--- config.mk ---
export PLATFORM = sky130hd
export DESIGN_NAME = multi_data_sync
export DESIGN_NICKNAME = d
export VERILOG_FILES = /design/src/rtl/multi_data_sync_pkg.sv /design/src/rtl/sync_pulse_gen.sv /design/src/rtl/multi_data_sync.sv
export SDC_FILE = /design/constraint.sdc
export NUM_CORES = 1
export LEC_CHECK = 0
export BUFFER_PORTS_ARGS = -buffer_cell sky130_fd_sc_hd__clkbuf_2
export CORE_ASPECT_RATIO = 1.4
export CORE_MARGIN = 2
export CORE_UTILIZATION = 50
export CTS_BUF_LIST = sky130_fd_sc_hd__clkbuf_16
export DETAILED_ROUTE_END_ITERATION = 10
export PLACE_DENSITY = 0.75
export SYNTH_ARGS = -nofsm -noshare
export SYNTH_HDL_FRONTEND = slang
export SYNTH_SLANG_ARGS = --single-unit
--- constraint.sdc ---
create_clock -name CLK -period 1.5 [get_ports CLK]
set_clock_uncertainty 0.2 [all_clocks]
set_input_delay 0.075 -clock CLK [delete_from_list [all_inputs] [get_ports CLK]]
set_output_delay 0.075 -clock CLK [all_outputs]
set_load 0.02 [all_outputs]
--- src/rtl/multi_data_sync_pkg.sv ---
// multi_data_sync_pkg
// Shared constants for the multi-channel data synchronizer:
//   - default parameter values (bus width, channel count, sync depth)
//   - event mode encoding (level vs toggle enable)
//   - ch_width(): width of a channel index, never less than 1 bit
package multi_data_sync_pkg;

  localparam int DEF_BUS_WIDTH  = 8;
  localparam int DEF_NUM_CH     = 2;
  localparam int DEF_NUM_STAGES = 2;

  localparam int MODE_LEVEL  = 0;  // rising edge of the enable is an event
  localparam int MODE_TOGGLE = 1;  // either edge of the enable is an event

  function automatic int ch_width(input int n);
    return (n <= 1) ? 1 : $clog2(n);
  endfunction

endpackage

--- src/rtl/sync_pulse_gen.sv ---
// sync_pulse_gen
// One channel's enable synchronizer: NUM_STAGES flops into the CLK domain,
// followed by one edge-detect flop. pulse is a single-cycle event, combinational
// off the last sync stage and the edge flop.
// Ports:
//   CLK, RST  - destination clock, async active-high reset
//   async_in  - enable from the source domain
//   pulse     - event (rising edge in level mode, any edge in toggle mode)
module sync_pulse_gen
  import multi_data_sync_pkg::*;
#(
  parameter int NUM_STAGES  = DEF_NUM_STAGES,
  parameter int TOGGLE_MODE = MODE_LEVEL
) (
  input  logic CLK,
  input  logic RST,
  input  logic async_in,
  output logic pulse
);

  logic [NUM_STAGES-1:0] sync_q;
  logic                  prev_q;

  always_ff @(posedge CLK or posedge RST) begin
    if (RST) begin
      sync_q <= '0;
      prev_q <= 1'b0;
    end else begin
      sync_q <= {sync_q[NUM_STAGES-2:0], async_in};
      prev_q <= sync_q[NUM_STAGES-1];
    end
  end

  // Both flops reset to 0, so an enable already high at reset release
  // yields exactly one event in either mode.
  assign pulse = (TOGGLE_MODE == MODE_TOGGLE) ? (sync_q[NUM_STAGES-1] ^ prev_q)
                                              : (sync_q[NUM_STAGES-1] & ~prev_q);

endmodule

--- src/rtl/multi_data_sync.sv ---
// multi_data_sync
// Multi-channel enable-qualified bus synchronizer. Each channel's enable is
// synchronized and edge-detected; an event captures that channel's data into
// a hold register and marks it pending. A round-robin arbiter moves pending
// words into a single valid/ready output register, one word per cycle.
// Ports:
//   CLK, RST     - destination clock, async active-high reset
//   Unsync_Bus   - NUM_CH x BUS_WIDTH source data, channel c at [c*BUS_WIDTH +: BUS_WIDTH]
//   Bus_Enable   - per-channel enable from the source domain
//   Sync_Bus     - output data word
//   Sync_Chan    - channel index of Sync_Bus
//   Sync_Valid   - output word valid
//   Sync_Ready   - consumer accepts the word
// Optional (macro DATA_SYNC_OVERRUN_EN):
//   Overrun_Clr  - clears the overrun flags (a same-cycle set wins)
//   Overrun      - per-channel sticky flag: a pending word was overwritten
module multi_data_sync
  import multi_data_sync_pkg::*;
#(
  parameter  int BUS_WIDTH   = DEF_BUS_WIDTH,
  parameter  int NUM_CH      = DEF_NUM_CH,
  parameter  int NUM_STAGES  = DEF_NUM_STAGES,
  parameter  int TOGGLE_MODE = MODE_LEVEL,
  localparam int CH_W        = ch_width(NUM_CH)
) (
  input  logic                        CLK,
  input  logic                        RST,
  input  logic [NUM_CH*BUS_WIDTH-1:0] Unsync_Bus,
  input  logic [NUM_CH-1:0]           Bus_Enable,
  output logic [BUS_WIDTH-1:0]        Sync_Bus,
  output logic [CH_W-1:0]             Sync_Chan,
  output logic                        Sync_Valid,
  input  logic                        Sync_Ready
`ifdef DATA_SYNC_OVERRUN_EN
  ,
  input  logic                        Overrun_Clr,
  output logic [NUM_CH-1:0]           Overrun
`endif
);

  logic [NUM_CH-1:0]                evt;
  logic [NUM_CH-1:0][BUS_WIDTH-1:0] hold_q;
  logic [NUM_CH-1:0]                pending_q;
  logic [CH_W-1:0]                  ptr_q;
  logic [CH_W-1:0]                  win;
  logic [CH_W-1:0]                  ptr_nxt;
  logic [NUM_CH-1:0]                grant_vec;
  logic                             any_pend;
  logic                             load;

  for (genvar c = 0; c < NUM_CH; c++) begin : g_ch
    sync_pulse_gen #(
      .NUM_STAGES  (NUM_STAGES),
      .TOGGLE_MODE (TOGGLE_MODE)
    ) u_sync (
      .CLK      (CLK),
      .RST      (RST),
      .async_in (Bus_Enable[c]),
      .pulse    (evt[c])
    );
  end

  assign load     = !Sync_Valid || Sync_Ready;
  assign any_pend = |pending_q;

  // Scan offsets from the far end back toward the pointer so the last hit,
  // i.e. the pending channel closest to the pointer, is the winner.
  always_comb begin
    win = '0;
    for (int i = NUM_CH-1; i >= 0; i--) begin
      if (pending_q[(int'(ptr_q) + i) % NUM_CH])
        win = CH_W'((int'(ptr_q) + i) % NUM_CH);
    end
  end

  assign ptr_nxt = (int'(win) == NUM_CH-1) ? '0 : win + CH_W'(1);

  always_comb begin
    grant_vec = '0;
    if (load && any_pend) grant_vec[win] = 1'b1;
  end

  always_ff @(posedge CLK or posedge RST) begin
    if (RST) begin
      hold_q     <= '0;
      pending_q  <= '0;
      ptr_q      <= '0;
      Sync_Valid <= 1'b0;
      Sync_Bus   <= '0;
      Sync_Chan  <= '0;
    end else begin
      for (int c = 0; c < NUM_CH; c++)
        if (evt[c]) hold_q[c] <= Unsync_Bus[c*BUS_WIDTH +: BUS_WIDTH];
      // A new event keeps the channel pending even if its old word is
      // granted this cycle; the output takes the old hold value.
      pending_q <= evt | (pending_q & ~grant_vec);
      if (load) begin
        Sync_Valid <= any_pend;
        if (any_pend) begin
          Sync_Bus  <= hold_q[win];
          Sync_Chan <= win;
          ptr_q     <= ptr_nxt;
        end
      end
    end
  end

`ifdef DATA_SYNC_OVERRUN_EN
  always_ff @(posedge CLK or posedge RST) begin
    if (RST) Overrun <= '0;
    else     Overrun <= (Overrun & ~{NUM_CH{Overrun_Clr}}) | (evt & pending_q & ~grant_vec);
  end
`endif

endmodule

* After elaboration in Yosys (flattened, before gate mapping)
Index checks and enable logic that the tools add are counted.
** Storage, ports and cells
- Input bits :: 21
- Logic and storage cells :: 44
- Flip-flop bits (word level) :: 35
- Output and inout bits :: 10
** Cells by class
- Add/sub/neg operators :: 2
- Reduce and logical (&&, ||, !) cells :: 6
- Muxes and demuxes :: 13
- Order comparisons :: 4
- Bitwise operators :: 8
** Operator list (number)
- $mux W8 :: 2
- $mux W1 :: 9
- $lt A1 B2 Y1 const B :: 2
- $lt A2 B3 Y1 const B :: 1
- $add A1 B1 Y1 const B :: 2
- $and A1 B1 Y1 :: 2
- $and A2 B2 Y2 :: 1
- $logic_and A1 B1 Y1 :: 2
- $mux W2 :: 1
- $not A1 Y1 :: 2
- $not A2 Y2 :: 1
- $or A2 B2 Y2 :: 1
- $reduce_and A2 Y1 :: 1
- $reduce_or A2 Y1 :: 1
- $and A1 B1 Y1 const A :: 1
- $demux W1 S1 :: 1
- $ge A1 B1 Y1 const B :: 1
- $logic_not A1 Y1 :: 1
- $logic_or A1 B1 Y1 :: 1

* Longest topological paths before layout
- Word-level depth :: 15
- Mapped depth :: 4

* Modules after synthesis
From an unflattened synthesis, not the netlist that was laid out.
** Unflattened totals
- Cells, all modules :: 97
- Area, all modules :: 1402.6 um2
** Modules (own cells, without submodules)
- multi_data_sync :: area each 1217.4 um2, sequential area each 725.7 um2, cells each 87, times used 1
- sync_pulse_gen :: area each 92.6 um2, sequential area each 75.1 um2, cells each 5, times used 2

* Worst setup path after synthesis
No wires, ideal clock.
- Path kind :: register -> register
- Start :: register Sync_Valid
- End :: register Sync_Bus[0]
- Slack :: 0.013 ns
- Stages on the path, launching flop included :: 5
- Arrival :: 1.161 ns
- Data required time :: 1.174 ns
- Library setup time :: 0.126 ns
- Period minus slack after synthesis :: 1.487 ns
- Path through :: dfrtp_1 > nand2b_4 > and3_4 > buf_6 > a221o_1
** Between the ends
- Longest elaborated chain between the ends :: 3
** RTL lines
- start: declaration :: line multi_data_sync.sv:32 : output logic Sync_Valid,
- start signal: assignment :: line multi_data_sync.sv:98 : Sync_Valid <= any_pend;
- $logic_not A1 Y1 :: line multi_data_sync.sv:63 : assign load = !Sync_Valid || Sync_Ready;
- $logic_or A1 B1 Y1 :: line multi_data_sync.sv:63
- $reduce_and A2 Y1 (no source line)
- end signal: assignment :: line multi_data_sync.sv:100 : Sync_Bus <= hold_q[win];
- end: declaration :: line multi_data_sync.sv:30 : output logic [BUS_WIDTH-1:0] Sync_Bus,
No other way between the ends.
A chain may end at the register's enable or synchronous reset.

* Final worst setup path
- Start :: register pending_q[0]
- End :: register Sync_Bus[4]
** Between the ends
- Longest elaborated chain between the ends :: 7
- Elaborated cells on any way between the ends :: 11
- Classes of those cells :: mux (9); reduce/logical (2)
** RTL lines
- start: declaration :: line multi_data_sync.sv:43 : logic [NUM_CH-1:0] pending_q;
- start signal: assignment :: line multi_data_sync.sv:96 : pending_q <= evt | (pending_q & ~grant_vec);
- $mux W1 (implied by the code) (3 in series) :: line multi_data_sync.sv:71 : if (pending_q[(int'(ptr_q) + i) % NUM_CH])
- $mux W1 (2 in series) :: line multi_data_sync.sv:71
- $mux W8 (implied by the code) (2 in series) :: line multi_data_sync.sv:100
Parallel ways exist; a longest one is shown, timed or not. The select of a mux whose other input is x is not followed.

==> reports/qor.txt <==
CP Max Fanout: 10
Drt drc: 0
Synth Area in XOR/XNOR: 0%
Slew margin rel.: 71.86%
Failing checks: negative hold slack
Mux share of post-synthesis cell area: 13.30%
Worst min path class: input port to flop
Sequential share of power: 42.3%
DIE HEIGHT: 65.60 um
Final instance area: 1844 um^2
Insertion delay to the later sink of the worst-skew pair: 0.28 ns
H-tree depth: 2
PortBufs: 30
Period utilisation layout: 95.88%
Synth Instances: 89
Placed cell areas: 1523 um^2
Tmin final: 1.438 ns
Largest family of logic cells by synthesized area: compound AO/OA/AOI/OAI gates
Antenna diodes: 0
Simple-Gate Fraction of Synth Area: 4.155%
Critical Path Sink Type: flop
Final GP Congestion: 0.7004
Drt first pass iters: 6
Share of cells above drive strength 1: 41.13%
CP arrival: 1.40 ns
DR vias: 905
RSZ-0062 raised after global routing: false
Initial antenna violation count: 0
Post-CTS setup buffer count: 0
Antenna viol nets, final: 0
Largest net degree at the start of global routing: 36
FP Rows: 22
Status: finished with violations
P_int: 2196 uW
Switching share of total power: 30.25%
Kind of critical path: flop to flop
Final WL: 2620 um
Synth cell types: 19
DRT iter0 DRCs: 26
Final #Nets: 163
Grt ovf: 0
Pwr Density: 1707 nW/um^2
Pleak: 0.0008722 uW
Vias/cell: 5.113
Die ar.: 3148 um^2
Layout area overhead: 36.10%
Final setup viols: 0
TritonCTS Sinks: 35
Final Hold Viols: 1
Psw: 952.3 uW
Starting density of the core: 52.37%
Synth Area in Adders: 0%
CTS root buf: clkbuf_16
Clk buf depth: 2
Vias in the first global route: 972
Worst-path clk slew: 0.05 ns
Max Clk Rate: 695.3 MHz
Syn Nets: 110
Part of the power in the clock network: 29.4%
Sequential-to-total area share from yosys stat: 64.64%
Post-Syn Area per Cell: 15.23 um^2
Final hold slack: -0.01991 ns
Share of power burned in combinational logic: 28.3%
Core box area: 2587 um^2
CTS tree: built
Num ports: 31
Warnings, synthesis: 0
Setup TNS: 0 ns
#FFs+latches synth: 35
Critical Path RT: 1.46 ns
Slew Limit Fails: 0
Synthesized cell area: 1355 um^2
Compound-gate portion of the synthesized area: 13.39%
TritonCTS Buffers: 5
DPL Wire Length: 1650 um
Slew @ Worst Pin: 0.4221 ns
Routed wire per std cell: 14.80 um
Nature of the critical path startpoint: flop
Die width: 48.00 um
Max-cap violation count: 0
First-pass GRT wire length: 4485 um
Total track usage: 21.57%
Worst-case vdd ir drop: 0.001279 V
-- placed cells by master, fill, tap and decap left out --
master	Yosys	routed
dfrtp_1	35	35
clkbuf_2	0	30
dlygate4sd3_1	0	19
mux2_2	15	15
a21boi_0	8	8
a221o_1	8	8
clkbuf_16	0	5
inv_1	3	4
buf_4	0	3
nand2_1	2	2
nor2b_1	2	2
o21bai_1	2	2
nand2b_4	1	1
and3_4	1	1
o211a_2	0	1
or2_4	0	1
mux2_1	1	1
a21o_2	1	1
nand3_1	1	1
a21o_1	1	1
-- metal layers --
metal / global-route usage (%) / routed length, um
met4: 12.16 / 74
met2: 31.33 / 1381
met1: 25.74 / 1042
met3: 9.615 / 121
met5: 0 / 0
-- through the flow --
stage          setup WS, ns  power, uW  cells  hold slack, ns  util (%)
2_1_floorplan       0.01320       1967     89        -0.09357         -
3_3_place_gp         0.1125       2142    152        -0.04146     58.85
3_5_place_dp        0.06236       2185    152        -0.02737     58.85
4_1_cts             0.04694       3169    177        -0.01948     71.18
5_1_grt             0.01818       3341    177         0.02368     71.28
6_report            0.06184       3148    177        -0.01991     71.28
-- what timing repair did --
| action | 4_1_cts | 5_1_grt |
|---|---|---|
| hold endpoints to repair | 54 | 0 |
| gates resized for setup | 0 | 2 |
| hold buffers | 19 | 0 |
| endpoints found under the setup margin | 0 | 5 |
-- sequential cells by signal (all words and copies together), names as in the netlist --
signal              count
hold_q                 16
Sync_Bus                8
g_ch.u_sync.sync_q      4
g_ch.u_sync.prev_q      2
pending_q               2
Sync_Chan               1
Sync_Valid              1
ptr_q                   1
-- critical path, cell delays in order (launching register included) --
cell and delay [ns]:
dfrtp_1 0.37, inv_1 0.08, o211a_2 0.35, a221o_1 0.32
-- path summary, 6_finish.rpt --
check	start	end	slack, ns	depth (start not counted)
setup / recovery	pending_q[0]	Sync_Bus[4]	0.06	3
setup reg to reg	pending_q[0]	Sync_Bus[4]	0.06	3
hold reg to reg	g_ch[0].u_sync.sync_q[0]	g_ch[0].u_sync.sync_q[1]	0.15	0
hold / removal	Sync_Ready	Sync_Valid	-0.02	3
min in group asynchronous	RST	Sync_Bus[5]	0.22	4
max in group asynchronous	RST	g_ch[0].u_sync.sync_q[1]	0.58	4
-- synthesized netlist by cell type --
cell type | n | area (um^2)
dfrtp_1 | 35 | 875.8
mux2_2 | 15 | 168.9
a21boi_0 | 8 | 60.06
a221o_1 | 8 | 80.08
buf_2 | 3 | 15.01
inv_1 | 3 | 11.26
buf_6 | 2 | 22.52
nand2_1 | 2 | 7.510
nor2b_1 | 2 | 12.51
o21bai_1 | 2 | 15.01
a21o_1 | 1 | 7.510
a21o_2 | 1 | 8.760
and3_4 | 1 | 11.26
dlymetal6s2s_1 | 1 | 12.51
mux2_1 | 1 | 11.26
nand2b_4 | 1 | 13.76
nand3_1 | 1 | 5.000
o211a_1 | 1 | 10.01
or2_1 | 1 | 6.260
-- area by class of cell --
type                       instances  area, um^2
clock inverter                     1       3.754
tap                               36       45.04
clock buffer                       5       125.1
sequential                        35       875.8
fill                             210       743.2
inverter                           3       11.26
timing repair buffer              52       362.8
multi-input combinational         45       420.4
-- cells by family after synthesis --
logic type | after synthesis
compound gates | 21
flops | 35
simple gates | 8
mux | 16
buf+inv | 9
-- power groups by stage --
stage	registers, uW	clock network [uW]	logic, uW
floorplan	1460	0	507
global placement	1330	0	811
detailed placement	1340	0	841
CTS	1330	954	885
global route	1370	996	979
finish	1330	927	891
No activity file was read; power rests on OpenSTA's default activity.
